==> src/rtl/sync_fifo_ext_if.sv <==
// sync_fifo_ext_if: handshake bundle between a producer/consumer pair and
// sync_fifo_ext.
//   master : drives flush, wr_en, data_in, rd_en; observes all status/data
//   slave  : the FIFO side; drives data_out, full/empty, almost flags,
//            count, overflow, underflow
// Parameters must match those given to the sync_fifo_ext instance.
interface sync_fifo_ext_if #(
   parameter int DATA_WIDTH = 8,
   parameter int FIFO_DEPTH = 8
);
   localparam int CW = $clog2(FIFO_DEPTH + 1);

   logic                  flush;
   logic                  wr_en;
   logic [DATA_WIDTH-1:0] data_in;
   logic                  full;
   logic                  almost_full;
   logic                  rd_en;
   logic [DATA_WIDTH-1:0] data_out;
   logic                  empty;
   logic                  almost_empty;
   logic [CW-1:0]         count;
   logic                  overflow;
   logic                  underflow;

   modport master (
      output flush, wr_en, data_in, rd_en,
      input  full, almost_full, data_out, empty, almost_empty,
             count, overflow, underflow
   );

   modport slave (
      input  flush, wr_en, data_in, rd_en,
      output full, almost_full, data_out, empty, almost_empty,
             count, overflow, underflow
   );
endinterface

==> src/rtl/sync_fifo_ext.sv <==
// sync_fifo_ext: single-clock FIFO with arbitrary depth (>= 2), selectable
// standard (registered, 1-cycle) or first-word-fall-through read, occupancy
// count, programmable almost-full/almost-empty, synchronous flush and sticky
// overflow/underflow flags.
// Ports:
//   clk  : clock, rising edge
//   rst  : asynchronous active-high reset
//   bus  : sync_fifo_ext_if.slave -- flush, wr_en/data_in, rd_en/data_out,
//          full, almost_full, empty, almost_empty, count, overflow, underflow
module sync_fifo_ext #(
   parameter int DATA_WIDTH = 8,
   parameter int FIFO_DEPTH = 8,
   parameter int FWFT       = 0,
   parameter int AF_THRESH  = FIFO_DEPTH - 1,
   parameter int AE_THRESH  = 1
) (
   input logic            clk,
   input logic            rst,
   sync_fifo_ext_if.slave bus
);
   localparam int CW = $clog2(FIFO_DEPTH + 1);
   localparam int PW = (FIFO_DEPTH > 1) ? $clog2(FIFO_DEPTH) : 1;
   localparam logic [PW-1:0] LAST_PTR = PW'(FIFO_DEPTH - 1);
   localparam logic [CW-1:0] DEPTH_C  = CW'(FIFO_DEPTH);
   localparam logic [CW-1:0] AF_C     = CW'(AF_THRESH);
   localparam logic [CW-1:0] AE_C     = CW'(AE_THRESH);

   logic [DATA_WIDTH-1:0] mem [FIFO_DEPTH];
   logic [PW-1:0]         wr_ptr;
   logic [PW-1:0]         rd_ptr;
   logic [CW-1:0]         count_q;
   logic                  overflow_q;
   logic                  underflow_q;
   logic                  full_w;
   logic                  empty_w;
   logic                  wr_acc;
   logic                  rd_acc;

   // Pointers wrap explicitly so any depth works without a spare MSB.
   function automatic logic [PW-1:0] ptr_inc(input logic [PW-1:0] p);
      return (p == LAST_PTR) ? '0 : p + 1'b1;
   endfunction

   assign full_w  = (count_q == DEPTH_C);
   assign empty_w = (count_q == '0);

   // Flush wins over both requests, so it also masks acceptance here.
   assign wr_acc = bus.wr_en & ~full_w  & ~bus.flush;
   assign rd_acc = bus.rd_en & ~empty_w & ~bus.flush;

   always_ff @(posedge clk or posedge rst) begin
      if (rst) begin
         wr_ptr      <= '0;
         rd_ptr      <= '0;
         count_q     <= '0;
         overflow_q  <= 1'b0;
         underflow_q <= 1'b0;
      end else if (bus.flush) begin
         wr_ptr      <= '0;
         rd_ptr      <= '0;
         count_q     <= '0;
         overflow_q  <= 1'b0;
         underflow_q <= 1'b0;
      end else begin
         if (wr_acc) wr_ptr <= ptr_inc(wr_ptr);
         if (rd_acc) rd_ptr <= ptr_inc(rd_ptr);
         case ({wr_acc, rd_acc})
            2'b10:   count_q <= count_q + 1'b1;
            2'b01:   count_q <= count_q - 1'b1;
            default: count_q <= count_q;
         endcase
         if (bus.wr_en & full_w)  overflow_q  <= 1'b1;
         if (bus.rd_en & empty_w) underflow_q <= 1'b1;
      end
   end

   // Storage is not reset or flushed; only the pointers define validity.
   always_ff @(posedge clk) begin
      if (wr_acc) mem[wr_ptr] <= bus.data_in;
   end

   generate
      if (FWFT != 0) begin : g_fwft
         // Forced to zero while empty so stale or unwritten entries never show.
         assign bus.data_out = empty_w ? '0 : mem[rd_ptr];
      end else begin : g_std
         logic [DATA_WIDTH-1:0] dout_q;
         always_ff @(posedge clk or posedge rst) begin
            if (rst)         dout_q <= '0;
            else if (rd_acc) dout_q <= mem[rd_ptr];
         end
         assign bus.data_out = dout_q;
      end
   endgenerate

   assign bus.full         = full_w;
   assign bus.empty        = empty_w;
   assign bus.almost_full  = (count_q >= AF_C);
   assign bus.almost_empty = (count_q <= AE_C);
   assign bus.count        = count_q;
   assign bus.overflow     = overflow_q;
   assign bus.underflow    = underflow_q;
endmodule

==> src/flat_wrapper.sv <==
// flat-port wrapper written by rule: the top's interface ports become plain ports
module sync_fifo_ext_flat 
#(
   parameter int DATA_WIDTH = 8,
   parameter int FIFO_DEPTH = 8,
   parameter int FWFT       = 0,
   parameter int AF_THRESH  = FIFO_DEPTH - 1,
   parameter int AE_THRESH  = 1
)
  (clk, rst, bus_flush, bus_wr_en, bus_data_in, bus_rd_en, bus_full, bus_almost_full, bus_data_out, bus_empty, bus_almost_empty, bus_count, bus_overflow, bus_underflow);
  sync_fifo_ext_if #(.DATA_WIDTH(DATA_WIDTH), .FIFO_DEPTH(FIFO_DEPTH)) bus_i ();
  input logic clk;
  input logic rst;
  input wire logic [$bits(bus_i.flush)-1:0] bus_flush;
  input wire logic [$bits(bus_i.wr_en)-1:0] bus_wr_en;
  input wire logic [$bits(bus_i.data_in)-1:0] bus_data_in;
  input wire logic [$bits(bus_i.rd_en)-1:0] bus_rd_en;
  output wire logic [$bits(bus_i.full)-1:0] bus_full;
  output wire logic [$bits(bus_i.almost_full)-1:0] bus_almost_full;
  output wire logic [$bits(bus_i.data_out)-1:0] bus_data_out;
  output wire logic [$bits(bus_i.empty)-1:0] bus_empty;
  output wire logic [$bits(bus_i.almost_empty)-1:0] bus_almost_empty;
  output wire logic [$bits(bus_i.count)-1:0] bus_count;
  output wire logic [$bits(bus_i.overflow)-1:0] bus_overflow;
  output wire logic [$bits(bus_i.underflow)-1:0] bus_underflow;
  assign bus_i.flush = bus_flush;
  assign bus_i.wr_en = bus_wr_en;
  assign bus_i.data_in = bus_data_in;
  assign bus_i.rd_en = bus_rd_en;
  assign bus_full = bus_i.full;
  assign bus_almost_full = bus_i.almost_full;
  assign bus_data_out = bus_i.data_out;
  assign bus_empty = bus_i.empty;
  assign bus_almost_empty = bus_i.almost_empty;
  assign bus_count = bus_i.count;
  assign bus_overflow = bus_i.overflow;
  assign bus_underflow = bus_i.underflow;
  sync_fifo_ext #(.DATA_WIDTH(DATA_WIDTH), .FIFO_DEPTH(FIFO_DEPTH), .FWFT(FWFT), .AF_THRESH(AF_THRESH), .AE_THRESH(AE_THRESH)) u_core (.clk(clk), .rst(rst), .bus(bus_i));
endmodule
==> config.mk <==
export PLATFORM = sky130hd
export DESIGN_NAME = sync_fifo_ext_flat
export DESIGN_NICKNAME = d
export VERILOG_FILES = /design/src/rtl/sync_fifo_ext_if.sv /design/src/rtl/sync_fifo_ext.sv /design/src/flat_wrapper.sv
export SDC_FILE = /design/constraint.sdc
export NUM_CORES = 1
export LEC_CHECK = 0
export CORE_MARGIN = 8
export CORE_UTILIZATION = 50
export DETAILED_ROUTE_END_ITERATION = 6
export PLACE_DENSITY = 0.76
export SYNTH_ARGS = -nofsm -noshare
export SYNTH_HDL_FRONTEND = slang
export SYNTH_SLANG_ARGS = --single-unit
==> constraint.sdc <==
create_clock -name clk -period 3.07 [get_ports clk]
set_input_delay 0.614 -clock clk [delete_from_list [all_inputs] [get_ports clk]]
set_output_delay 0.614 -clock clk [all_outputs]
set_load 0.05 [all_outputs]
==> results of run 1 <==
==> cell families (layout without fill, tap and decap cells) <==
kind of cell    after synthesis  in the layout  share of synthesized area
buf+inv                      17             65                     0.0256
flops                        84             84                      0.671
mux                          27             27                      0.131
fa+ha+maj                     7              7                     0.0242
compound gates               30             30                     0.0499
simple gates                 62             62                     0.0966
xor+xnor                      1              1                    0.00243
==> final timing paths <==
| path | from | endpoint | slack (ps) |
|---|---|---|---|
| setup / recovery | u_core.bus.count[1]$_DFFE_PP0P_ | bus_empty | 300 |
| min in group asynchronous | rst | u_core.bus.data_out[1]$_DFFE_PP0P_ | 710 |
| hold reg to reg | u_core.bus.underflow$_DFFE_PP0P_ | u_core.bus.underflow$_DFFE_PP0P_ | 520 |
| hold / removal | u_core.bus.underflow$_DFFE_PP0P_ | u_core.bus.underflow$_DFFE_PP0P_ | 520 |
| setup reg to reg | u_core.bus.count[0]$_DFFE_PP0P_ | u_core.mem[0][0]$_DFFE_PP_ | 890 |
| max in group asynchronous | rst | u_core.wr_ptr[1]$_DFFE_PP0P_ | 1840 |
==> per-layer routing <==
metal	routed length [um]	global-route usage
met4	153	0.0756
met1	3040	0.197
met2	3360	0.234
met3	347	0.0290
met5	0	0
==> cells in the final DEF (no fill, tap or decap), types with 2 or more instances in the layout <==
| cell type | instances |
|---|---|
| dlymetal6s2s_1 | 2 |
| or3_1 | 2 |
| nor2_1 | 22 |
| clkdlybuf4s50_1 | 27 |
| nor3_1 | 3 |
| buf_4 | 13 |
| nand3b_1 | 2 |
| nand3_1 | 6 |
| inv_8 | 2 |
| nand4b_1 | 2 |
| clkinv_4 | 2 |
| ha_1 | 7 |
| mux4_2 | 16 |
| inv_1 | 5 |
| nand2b_1 | 5 |
| mux2i_1 | 10 |
| nand2_1 | 10 |
| edfxtp_1 | 64 |
| clkbuf_8 | 9 |
| dfrtp_1 | 20 |
| o21ai_1 | 2 |
| a21oi_1 | 19 |
==> state kept, by name, indices dropped and copies added, names as in the netlist <==
name and flops:
u_core.bus.overflow 1, u_core.wr_ptr 3, u_core.bus.data_out 8, u_core.bus.count 4, u_core.rd_ptr 3, u_core.bus.underflow 1, u_core.mem 64
==> critical path, stage by stage (launching register included) <==
cell and delay [ps]:
dfrtp_1 440, inv_1 120, ha_1 360, nor3b_4 320
dlygate4sd2_1 560
==> stage by stage <==
| stage | power, mW | std cells | setup WS [ps] | utilization |
|---|---|---|---|---|
| 6_report | 3.23 | 375 | 301 | 0.599 |
| 5_1_grt | 3.39 | 375 | 173 | 0.599 |
| 4_1_cts | 3.26 | 375 | 96.0 | 0.598 |
| 3_5_place_dp | 2.46 | 359 | 377 | 0.569 |
| 3_3_place_gp | 2.45 | 359 | 462 | 0.569 |
| 2_1_floorplan | 2.16 | 228 | 247 | - |
==> where the power goes <==
part	total (mW)	switching, mW	internal (mW)	leakage (nW)
clock	0.811	0.420	0.391	0.108
combinational	1.00	0.610	0.393	0.584
sequential	1.41	0.0997	1.31	0.828
==> area by class of cell <==
cell class                 count  area, um^2  area share
sequential                    84        2420       0.567
timing repair buffer          43         402      0.0939
inverter                       6        22.5     0.00527
multi-input combinational    127        1100       0.257
clock buffer                   9         124      0.0290
tap                           99         124      0.0290
clock inverter                 7        83.8      0.0196
==> impl_results.md, run 1 <==
- Largest area contributor in the netlist: edfxtp_1
- Clock root buffer: clkbuf_8
- Count leader, synth: edfxtp_1
- Worst-Margin Slew: 819 ps
- Cells after Synth: 228
- Die area: 10200 um^2
- Reg2Reg Depth: 7
- Worst-Skew Late Latency: 360 ps
- Mapped Nets: ~250
- Most common flop cell mapped by yosys: edfxtp_1
- Largest net degree at the start of global routing: 21
- DIE HEIGHT: slightly above 100 um
- Peak supply drop: ~360 uV
- Htree depth: 3
- Post-CTS sizing: 1
- Routed vias: 2046
- CP Launch Type: flop
- Synth-to-Final Area Change: 18.4%
- Tcrit/Tclk final: 0.902
- Final setup viols: 0
- P_leak: 1.52 nW
- Gr usage total: 0.151
- Final Instance Area: between 4000 and 5000 um^2
- Pins Over Slew Limit: 0
- Clock Path Buffers: 2
- Placed inst area: 4060 um^2
- Worst hold path class: reg2reg
- Share of the synthesized area in the top cell type: 0.532
- Yosys Warn Count: 0
- Initial antenna violation count: 0
- Clk_skew: 11.2 ps
- Netlist cell types: 43
- Post-Route Setup TNS: 0 ps
- Row Count: 31
- CORE AREA: approximately 7100 um^2
- Unrepaired setup endpoints after global routing: no
- Setup crit end kind: output port
- I/O pin cnt: 31
- DRT iter0 DRCs: between 100 and 150
- Post-CTS Setup Bufs: 0
- Post-synthesis register bit count: 84
- # diodes: 0
- WL/cell: between 15 and 20 um
- Pwr Density: 755 nW/um^2
- Nets: around 290
- Critical Path RT: ~2500 ps
- Status: finished, final reports clean
- Seq/Total Area, Yosys: 0.671
- CP Max Fanout: 6
- Vias in the first global route: between 2000 and 2500
- WL final: between 6000 and 7000 um
- Synth Area per Inst: 15.8 um^2
- Slew margin rel.: 0.453
- Average vias per placed instance: between 5 and 6
- Post-synth EDFFs: between 60 and 70
- Initial Util: 0.506
- WP data arrival: 2160 ps
- WHS: 523 ps
- Dominant cells by area after synthesis: edfxtp_1, dfrtp_1, mux4_2
- Congestion Overflow GR: 0
- Hold_buf cts: 0
- IO Port Bufs: 30
- Period minus WS final: 2770 ps
- Top cells by count, synth: edfxtp_1, nor2_1, dfrtp_1
- DR pass1 iterations: 4
- Num CTS Buffers: 9
- HPWL Detailed: 4650 um
- Hold depth: 2
- Max_cap viols: 0
- Fmax: around 0.36 GHz
- Global-route wire length before repair: 11300 um
- TritonCTS clock tree: built
- Die Width: between 100 and 150 um
- Mapped Area: between 3000 and 4000 um^2
- Fillers: 561
- DRC: 0
- Detail Route Antenna Nets: 0
- Proportion of layout cells with a drive suffix above 1: 0.199
- Clock sink count: 84
- FFs w/ async S/R, synth: 0.238
- GP Congestion: between 0.7 and 0.8
- Fin. Hold Viols: 0
- Crit Path Class: reg2out
- Clock transition at path regs: around 80 ps
No activity file was read; power rests on OpenSTA's default activity.
==> run 2, diff against run 1 <==
- HOLD_SLACK_MARGIN: default -> 0.15
- TNS_END_PERCENT: default -> 10
==> results of run 2 <==
No change in the layout: final DEF, timing and power equal those of run 1.
